## src/rtl/hex_scan_driver.sv

```systemverilog
// Time-multiplexed scan driver for common-anode seven-segment digits.
// Double-buffered value load, leading-zero blanking, anti-ghost guard interval.
module hex_scan_driver #(
  parameter int unsigned DIGITS = 4,
  parameter int unsigned DIV    = 1000,
  parameter int unsigned GUARD  = 1
) (
  input  logic                  clk,
  input  logic                  resetn,
  input  logic                  load,
  input  logic [4*DIGITS-1:0]   value,
  input  logic                  blank_lz,
  output logic [3:0]            nibble,
  output logic [DIGITS-1:0]     digit_en,
  output logic                  blank,
  output logic                  pending,
  output logic                  frame
);

  localparam int unsigned PW = (DIV > 1) ? $clog2(DIV) : 1;
  localparam int unsigned IW = (DIGITS > 1) ? $clog2(DIGITS) : 1;

  logic [PW-1:0]         r_pre;
  logic [IW-1:0]         r_idx;
  logic [4*DIGITS-1:0]   r_shadow;
  logic [4*DIGITS-1:0]   r_disp;

  logic                  w_tick;
  logic                  w_wrap;
  logic [PW-1:0]         w_pre_n;
  logic [IW-1:0]         w_idx_n;
  logic [4*DIGITS-1:0]   w_shadow_n;
  logic [4*DIGITS-1:0]   w_disp_n;
  logic                  w_pending_n;
  logic                  w_upper_zero;
  logic [3:0]            w_nibble_n;
  logic                  w_blank_n;
  logic [DIGITS-1:0]     w_digit_en_n;

  always_comb begin
    w_tick      = (r_pre == PW'(DIV - 1));
    w_wrap      = w_tick && (r_idx == IW'(DIGITS - 1));
    w_pre_n     = w_tick ? '0 : r_pre + 1'b1;
    w_idx_n     = r_idx;
    if (w_tick) begin
      w_idx_n = w_wrap ? '0 : r_idx + 1'b1;
    end

    // A load landing on the wrap cycle bypasses the shadow straight into disp.
    w_shadow_n  = load ? value : r_shadow;
    w_disp_n    = r_disp;
    w_pending_n = pending;
    if (w_wrap) begin
      w_disp_n    = load ? value : r_shadow;
      w_pending_n = 1'b0;
    end else if (load) begin
      w_pending_n = 1'b1;
    end

    // Outputs are derived from next-state values so the flops carry no lag.
    w_upper_zero = 1'b1;
    w_nibble_n   = 4'h0;
    for (int unsigned i = 0; i < DIGITS; i++) begin
      if (i >= 32'(w_idx_n) && w_disp_n[4*i +: 4] != 4'h0) begin
        w_upper_zero = 1'b0;
      end
      if (i == 32'(w_idx_n)) begin
        w_nibble_n = w_disp_n[4*i +: 4];
      end
    end

    w_blank_n    = (32'(w_pre_n) + 32'd1 <= GUARD) ||
                   (blank_lz && (w_idx_n != '0) && w_upper_zero);
    w_digit_en_n = w_blank_n ? '0 : (DIGITS'(1) << w_idx_n);
  end

  always_ff @(posedge clk or negedge resetn) begin
    if (!resetn) begin
      r_pre    <= '0;
      r_idx    <= '0;
      r_shadow <= '0;
      r_disp   <= '0;
      pending  <= 1'b0;
      frame    <= 1'b0;
      nibble   <= '0;
      digit_en <= '0;
      blank    <= 1'b1;
    end else begin
      r_pre    <= w_pre_n;
      r_idx    <= w_idx_n;
      r_shadow <= w_shadow_n;
      r_disp   <= w_disp_n;
      pending  <= w_pending_n;
      frame    <= w_wrap;
      nibble   <= w_nibble_n;
      digit_en <= w_digit_en_n;
      blank    <= w_blank_n;
    end
  end

endmodule
```

## config.mk

```make
export PLATFORM = sky130hd
export DESIGN_NAME = hex_scan_driver
export DESIGN_NICKNAME = d
export VERILOG_FILES = /design/src/rtl/hex_scan_driver.sv
export SDC_FILE = /design/constraint.sdc
export NUM_CORES = 1
export LEC_CHECK = 0
export ABC_CLOCK_PERIOD_IN_PS = 7310
export CORE_UTILIZATION = 40
export DETAILED_ROUTE_END_ITERATION = 10
export PLACE_DENSITY = 0.65
export SLEW_MARGIN = 20
export SYNTH_ARGS = -nofsm -noshare
export SYNTH_HDL_FRONTEND = slang
export SYNTH_SLANG_ARGS = --single-unit
```

## constraint.sdc

```tcl
create_clock -name clk -period 7.31 [get_ports clk]
set_clock_uncertainty 0.15 [all_clocks]
set_input_delay 1.0965 -clock clk [delete_from_list [all_inputs] [get_ports clk]]
set_output_delay 1.0965 -clock clk [all_outputs]
set_load 0.1 [all_outputs]
```

==> flow_summary.ini, run 1 <==
[setup_path]
crit_chain = clkdlybuf4s50_1, mux2_2, mux2_4, mux2_2, nor2_1, a21oi_1
critPathKind = in -> reg
path_common_cell = mux2_2
worstPathArrival_ns = 3.30
cp.depth = 6
reg2reg_depth = 7
path_delay_family = buffers and inverters
crit_path_max_fanout = 21
cp_num_buf_inv = 1
startpoint_type = primary input
critPathCaptureType = flop
max_stage_delay_ns = 1.09
critical_path_required_ns = 7.33
cp_slowest_cell = clkdlybuf4s50_1

[floorplanning]
core_area_mm2 = 0.00603
std_cell_rows = 28
die-area_mm2 = 0.00667
pin_count = 31
die_y_um = 81.6
die_w_um = 81.6
start_util_pct = 42.1

[clocking]
cts_tree = built
cts_root_buf = clkbuf_8
clock_sinks = 55
cts_setup_buffers = 0
cts_hold_buffers = 0
htreeDepth = 2
cts_buffer_depth = 2
clock_latency_ns = 0.31
ctsResizeCount = 0
clk_pin_slew_ns = 0.10
cts_inserted_buffers = 5

[cells_and_area]
layout_common_cells = 54 x dfrtp_1, 29 x clkdlybuf4s50_1, 25 x mux2_2
synthToLayoutAreaGrowth_pct = 17.1
drive_gt1_share_pct = 19.7
num_antenna_cells = 0
final_common_cell = dfrtp_1
post-route-util_pct = 49.3
nFillCells = 562
fin_nets = 257

[sta]
hold_slack_ns = 0.353
tightest_slew_ns = 0.966
slew_viol_final = 0
slew_headroom_pct = 35.4
rsz0062_at_grt = no
fin_crit_sh_pct = 44.9
fmax_ghz = 0.305
finalCriticalPeriod_ns = 3.28
fin_tns_setup_ns = 0
hold_viol = 0
finalSetupViolCount = 0

[yosys]
synth_cell_type_count = 45
netlist_area_mm2 = 0.00254
yosys_warnings = 0
ys_async_sr_fraction_pct = 100
syn_avg_cell_area_um2 = 12.4
ys_seq_elements = 55
ys.flop_type = dfrtp_1
synth-edff-count = 0
syn_nets = 228
seq_area_frac_synth_pct = 54.3
synth_cells = 205

[global_routing]
grt_usage_pct = 16.9
grt_pass1_vias = 1558
busiest_layer = met1
grtUsageMet2_pct = 23.1
grt-ovfl-total = 0
grt_pass1_wl_um = 8140
grt_use_met3_pct = 3.33
grtUsageMet1_pct = 25.9
grt_start_max_net_pins = 56
antenna_found_initial = 0

[min_path]
hold_class = reg -> reg
whs_path_depth = 1

[flow_run]
maxCapViolations = 0

[detailed_routing]
postRouteWirelength_um = 4860
wire_per_inst_um = 15.7
drt_iter0_drc = 100
detail-route-antenna-nets = 0
vias_per_cell = 5.26
routed-via-count = 1625
first_pass_iters = 4
drc = 0

[place]
dpl.hpwl_um = 3330
routabilityCongestion = 0.751
io_buffers = 30

[power_and_ir_drop]
power.density_mw_per_mm2 = 184
vdd_ir_drop_max_uv = 108
leakage_nw = 1.34
p_total_w = 0.000546

[outcome]
status = completed
worst register-to-register path, cell delays in order, from the launching register on:
cell      delay (ns)
dfrtp_1         0.43
ha_1            0.33
nand4b_2        0.24
nor3_4          0.39
mux2i_1         0.72
inv_1           0.26
a211oi_1        0.23
a21oi_1         0.06
state kept, by name, summed over array words and instances (netlist names):
signal / count
pending: 1
nibble: 4
r_shadow: 16
r_disp: 16
blank: 1
frame: 1
r_pre: 10
digit_en: 4
r_idx: 2
worst paths after layout:
check / startpoint / to / slack, ns
min reg2reg: r_disp[3] / r_disp[3] / 0.35
max in group asynchronous: resetn / r_pre[1] / 5.79
min: r_disp[3] / r_disp[3] / 0.35
min in group asynchronous: resetn / nibble[0] / 0.74
max: load / nibble[2] / 4.03
max reg2reg: r_pre[0] / nibble[3] / 4.40
kinds of logic after synthesis:
logic type,Yosys count,share of synthesized area [%]
flops,55,54.3
xor+xnor,6,2.07
simple gates,57,13.4
fa+ha+maj,3,1.48
mux,42,18.7
buf+inv,16,2.96
compound gates,26,7.05
metal layers:
| layer | vias to the layer above | part of all wire, % |
|---|---|---|
| met3 | 8 | 2.8 |
| li1 | 801 | - |
| met5 | - | 0 |
| met2 | 25 | 44 |
| met1 | 791 | 51 |
| met4 | 0 | 2.0 |
area by class of cell:
| class | instances | area, um^2 | area share (%) |
|---|---|---|---|
| Timing Repair Buffer | 31 | 303 | 10.2 |
| Clock buffer | 5 | 68.8 | 2.32 |
| Tap cell | 75 | 93.8 | 3.16 |
| Sequential cell | 55 | 1380 | 46.4 |
| Inverter | 7 | 26.3 | 0.884 |
| Clock inverter | 2 | 17.5 | 0.589 |
| Multi-Input combinational cell | 134 | 1080 | 36.5 |
power breakdown:
part | leakage [nW] | internal (W) | switching, W
combinational | 0.625 | 0.0000251 | 0.0000285
sequential | 0.673 | 0.000318 | 0.00000564
clock | 0.0446 | 0.0000677 | 0.000101
synth_stat cells, types with 2 or more instances:
master     n  area share [%]
nand3_1    3            0.59
o211ai_1   2            0.59
nand2b_1   4            0.99
nor2_1    13             1.9
ha_1       3             1.5
mux2_1     3             1.3
buf_2      6             1.2
nor3_1     7             1.4
a211oi_1   2            0.59
o21bai_1   3            0.89
a21oi_1    6             1.2
nor4_1     9             2.2
or3_1      2            0.49
inv_1      5            0.74
xnor2_1    2            0.69
mux2_4     4             2.4
o21ai_1    2            0.39
mux2_2    25              11
clkbuf_1   2            0.30
o21ai_0    2            0.39
nand2_1    9             1.3
a21o_1     2            0.59
mux2i_1   10             3.9
xor2_1     4             1.4
a22o_1     2            0.69
dfrtp_1   54              53
metrics by stage:
step | instance area [um^2] | cells | setup WS, ns
finish | 2970 | 309 | 4.03
global route | 2970 | 309 | 3.78
CTS | 2970 | 309 | 4.01
detailed placement | 2890 | 302 | 3.66
global placement | 2890 | 302 | 3.64
floorplan | 2540 | 205 | 4.34
Note: power is estimated with default switching activity, not from simulation.
==> run 2, diff against run 1 <==
ABC_CLOCK_PERIOD_IN_PS = 2800   (was 7310)
PLACE_DENSITY = 0.67   (was 0.65)
clock period = 2.8 ns   (was 7.31 ns; I/O delays follow)
==> flow_summary.ini, run 2 (synthesis gave the netlist of run 1 again) <==
[cells_and_area]
seqCellArea_mm2 = 0.00138
fin_area_mm2 = 0.00302
synthToLayoutAreaGrowth_pct = 19.0
layout_common_cells = 54 x dfrtp_1, 25 x mux2_2, 18 x clkdlybuf4s50_1, 18 x buf_4, 13 x nor2_1
instances_no_fill = 317
num_antenna_cells = 0
final_common_cell = dfrtp_1
post-route-util_pct = 50.1
fin_nets = 265
drive_gt1_share_pct = 26.4
top_regs = r_disp x16, r_shadow x16, r_pre x10
nFillCells = 549
multi_input_area_mm2 = 0.00108

[power_and_ir_drop]
power.density_mw_per_mm2 = 475
p_clk_share_pct = 30.9
vdd_ir_drop_max_uv = 244
p_comb_share_pct = 10.2
p_sw_share_pct = 25.0
leakage_nw = 1.40
seqPwrFrac_pct = 58.8
p_int_w = 0.00108
power.switching_w = 0.000359

[clocking]
cts_setup_buffers = 0
cts_tree = built
cts_root_buf = clkbuf_8
cts_hold_buffers = 1
clock_latency_ns = 0.32
htreeDepth = 2
clock_sinks = 55
cts_inserted_buffers = 5
clk_pin_slew_ns = 0.10
ctsResizeCount = 0
cts_buffer_depth = 2

[floorplanning]
die_y_um = 81.6
std_cell_rows = 28
die-area_mm2 = 0.00667
core_area_mm2 = 0.00603
die_w_um = 81.6
pin_count = 31
start_util_pct = 42.1

[global_routing]
grt-ovfl-total = 0
grt_start_max_net_pins = 27
grt_pass1_vias = 1634
grt_usage_pct = 16.5
grt_pass1_wl_um = 8020
antenna_found_initial = 0

[min_path]
whs_path_depth = 1
hold_class = reg -> reg
hold_end = r_shadow[1]
min_from = r_shadow[1]

[sta]
fin_crit_sh_pct = 90.9
setup_ws_ns = 0.255
rsz0062_at_grt = no
fin_tns_setup_ns = 0
fmax_ghz = 0.393
finalCriticalPeriod_ns = 2.54
slew_headroom_pct = 60.9
slew_viol_final = 0
hold_viol = 0
finalSetupViolCount = 0
tightest_slew_ns = 0.587

[place]
routabilityCongestion = 0.754
dpl-instance-area_mm2 = 0.00292
post-place-ws_ns = 0.246
place_inst = 309
io_buffers = 30
dpl.hpwl_um = 3520

[setup_path]
r2r_slack_ns = 0.26
rr_startpoint = r_pre[0]
worstPathArrival_ns = 2.60
startpoint_type = flop
critPathKind = reg -> reg
critPathCaptureType = flop
max_stage_delay_ns = 0.61
critical_path_required_ns = 2.86
reg2reg_depth = 7
crit-reg2reg-capture = nibble[3]
cp_slowest_cell = or4_4
crit_path_max_fanout = 21
crit_chain = ha_1, nand4b_2, or4_4, mux2_2, nor2b_1, a211oi_1, a21oi_1

[detailed_routing]
postRouteWirelength_um = 4760
vias_per_cell = 5.23
routed-via-count = 1658
first_pass_iters = 4
detail-route-antenna-nets = 0
drt_iter0_drc = 66
wire_per_inst_um = 15.0
drc = 0

[flow_run]
maxCapViolations = 0

[outcome]
status = completed
run 2: changes by cell type in the layout (fill, tap and decap cells not counted), sizes merged:
cell           before  now
buf                 2   20
dlygate4sd3         0    1
clkdlybuf4s50      29   18
run 2: critical path, delay by kind of cell (launching register included):
family,cells,cell delay [ns]
AOI/OAI and AO/OA,2,0.27
adders and majority gates,1,0.33
DFF,1,0.44
muxes,1,0.35
and+or+nand+nor,3,0.90
run 2: power by group through the flow:
| stage | combinational (W) | clock, W | sequential, W |
|---|---|---|---|
| 3_3_place_gp | 0.000147 | 0 | 0.000859 |
| 3_5_place_dp | 0.000148 | 0 | 0.000860 |
| 6_report | 0.000147 | 0.000443 | 0.000844 |
| 4_1_cts | 0.000149 | 0.000452 | 0.000844 |
| 2_1_floorplan | 0.0000574 | 0 | 0.000878 |
| 5_1_grt | 0.000160 | 0.000490 | 0.000848 |
run 2: how the worst max path moves through the flow:
stage,from,endpoint,cells past startpoint
6_report,r_pre[0],nibble[3],7
5_1_grt,r_pre[0],nibble[1],7
4_1_cts,r_pre[0],nibble[3],7
3_5_place_dp,r_pre[0],nibble[3],7
3_3_place_gp,load,digit_en[1],8
2_1_floorplan,r_pre[0],nibble[1],8
run 2: cell type report:
| class | count | share of cell area (%) |
|---|---|---|
| inverters | 7 | 0.870 |
| repair buffers | 39 | 11.6 |
| well taps | 75 | 3.11 |
| clock inverters | 2 | 0.580 |
| clock buffers | 5 | 2.28 |
| multi-input cells | 134 | 35.9 |
| flip-flops and latches | 55 | 45.6 |
run 2: layer usage:
| metal | vias up | GRT usage [%] | wire, um |
|---|---|---|---|
| met5 | - | 0 | 0 |
| met4 | 0 | 6.84 | 88 |
| met3 | 5 | 3.67 | 136 |
| met2 | 21 | 24.3 | 2070 |
| met1 | 819 | 23.5 | 2470 |
| li1 | 813 | - | - |
run 2: metrics by stage:
stage / hold WS (ns) / total power (W)
finish: 0.354 / 0.00143
floorplan: -0.0256 / 0.000935
CTS: 0.358 / 0.00145
global placement: 0.308 / 0.00101
detailed placement: 0.300 / 0.00101
global route: 0.376 / 0.00150
==> run 3, diff against run 2 <==
HOLD_SLACK_MARGIN = 0.12   (was not set)
==> results of run 3 <==
No change in the layout: final DEF, timing and power equal those of run 2.
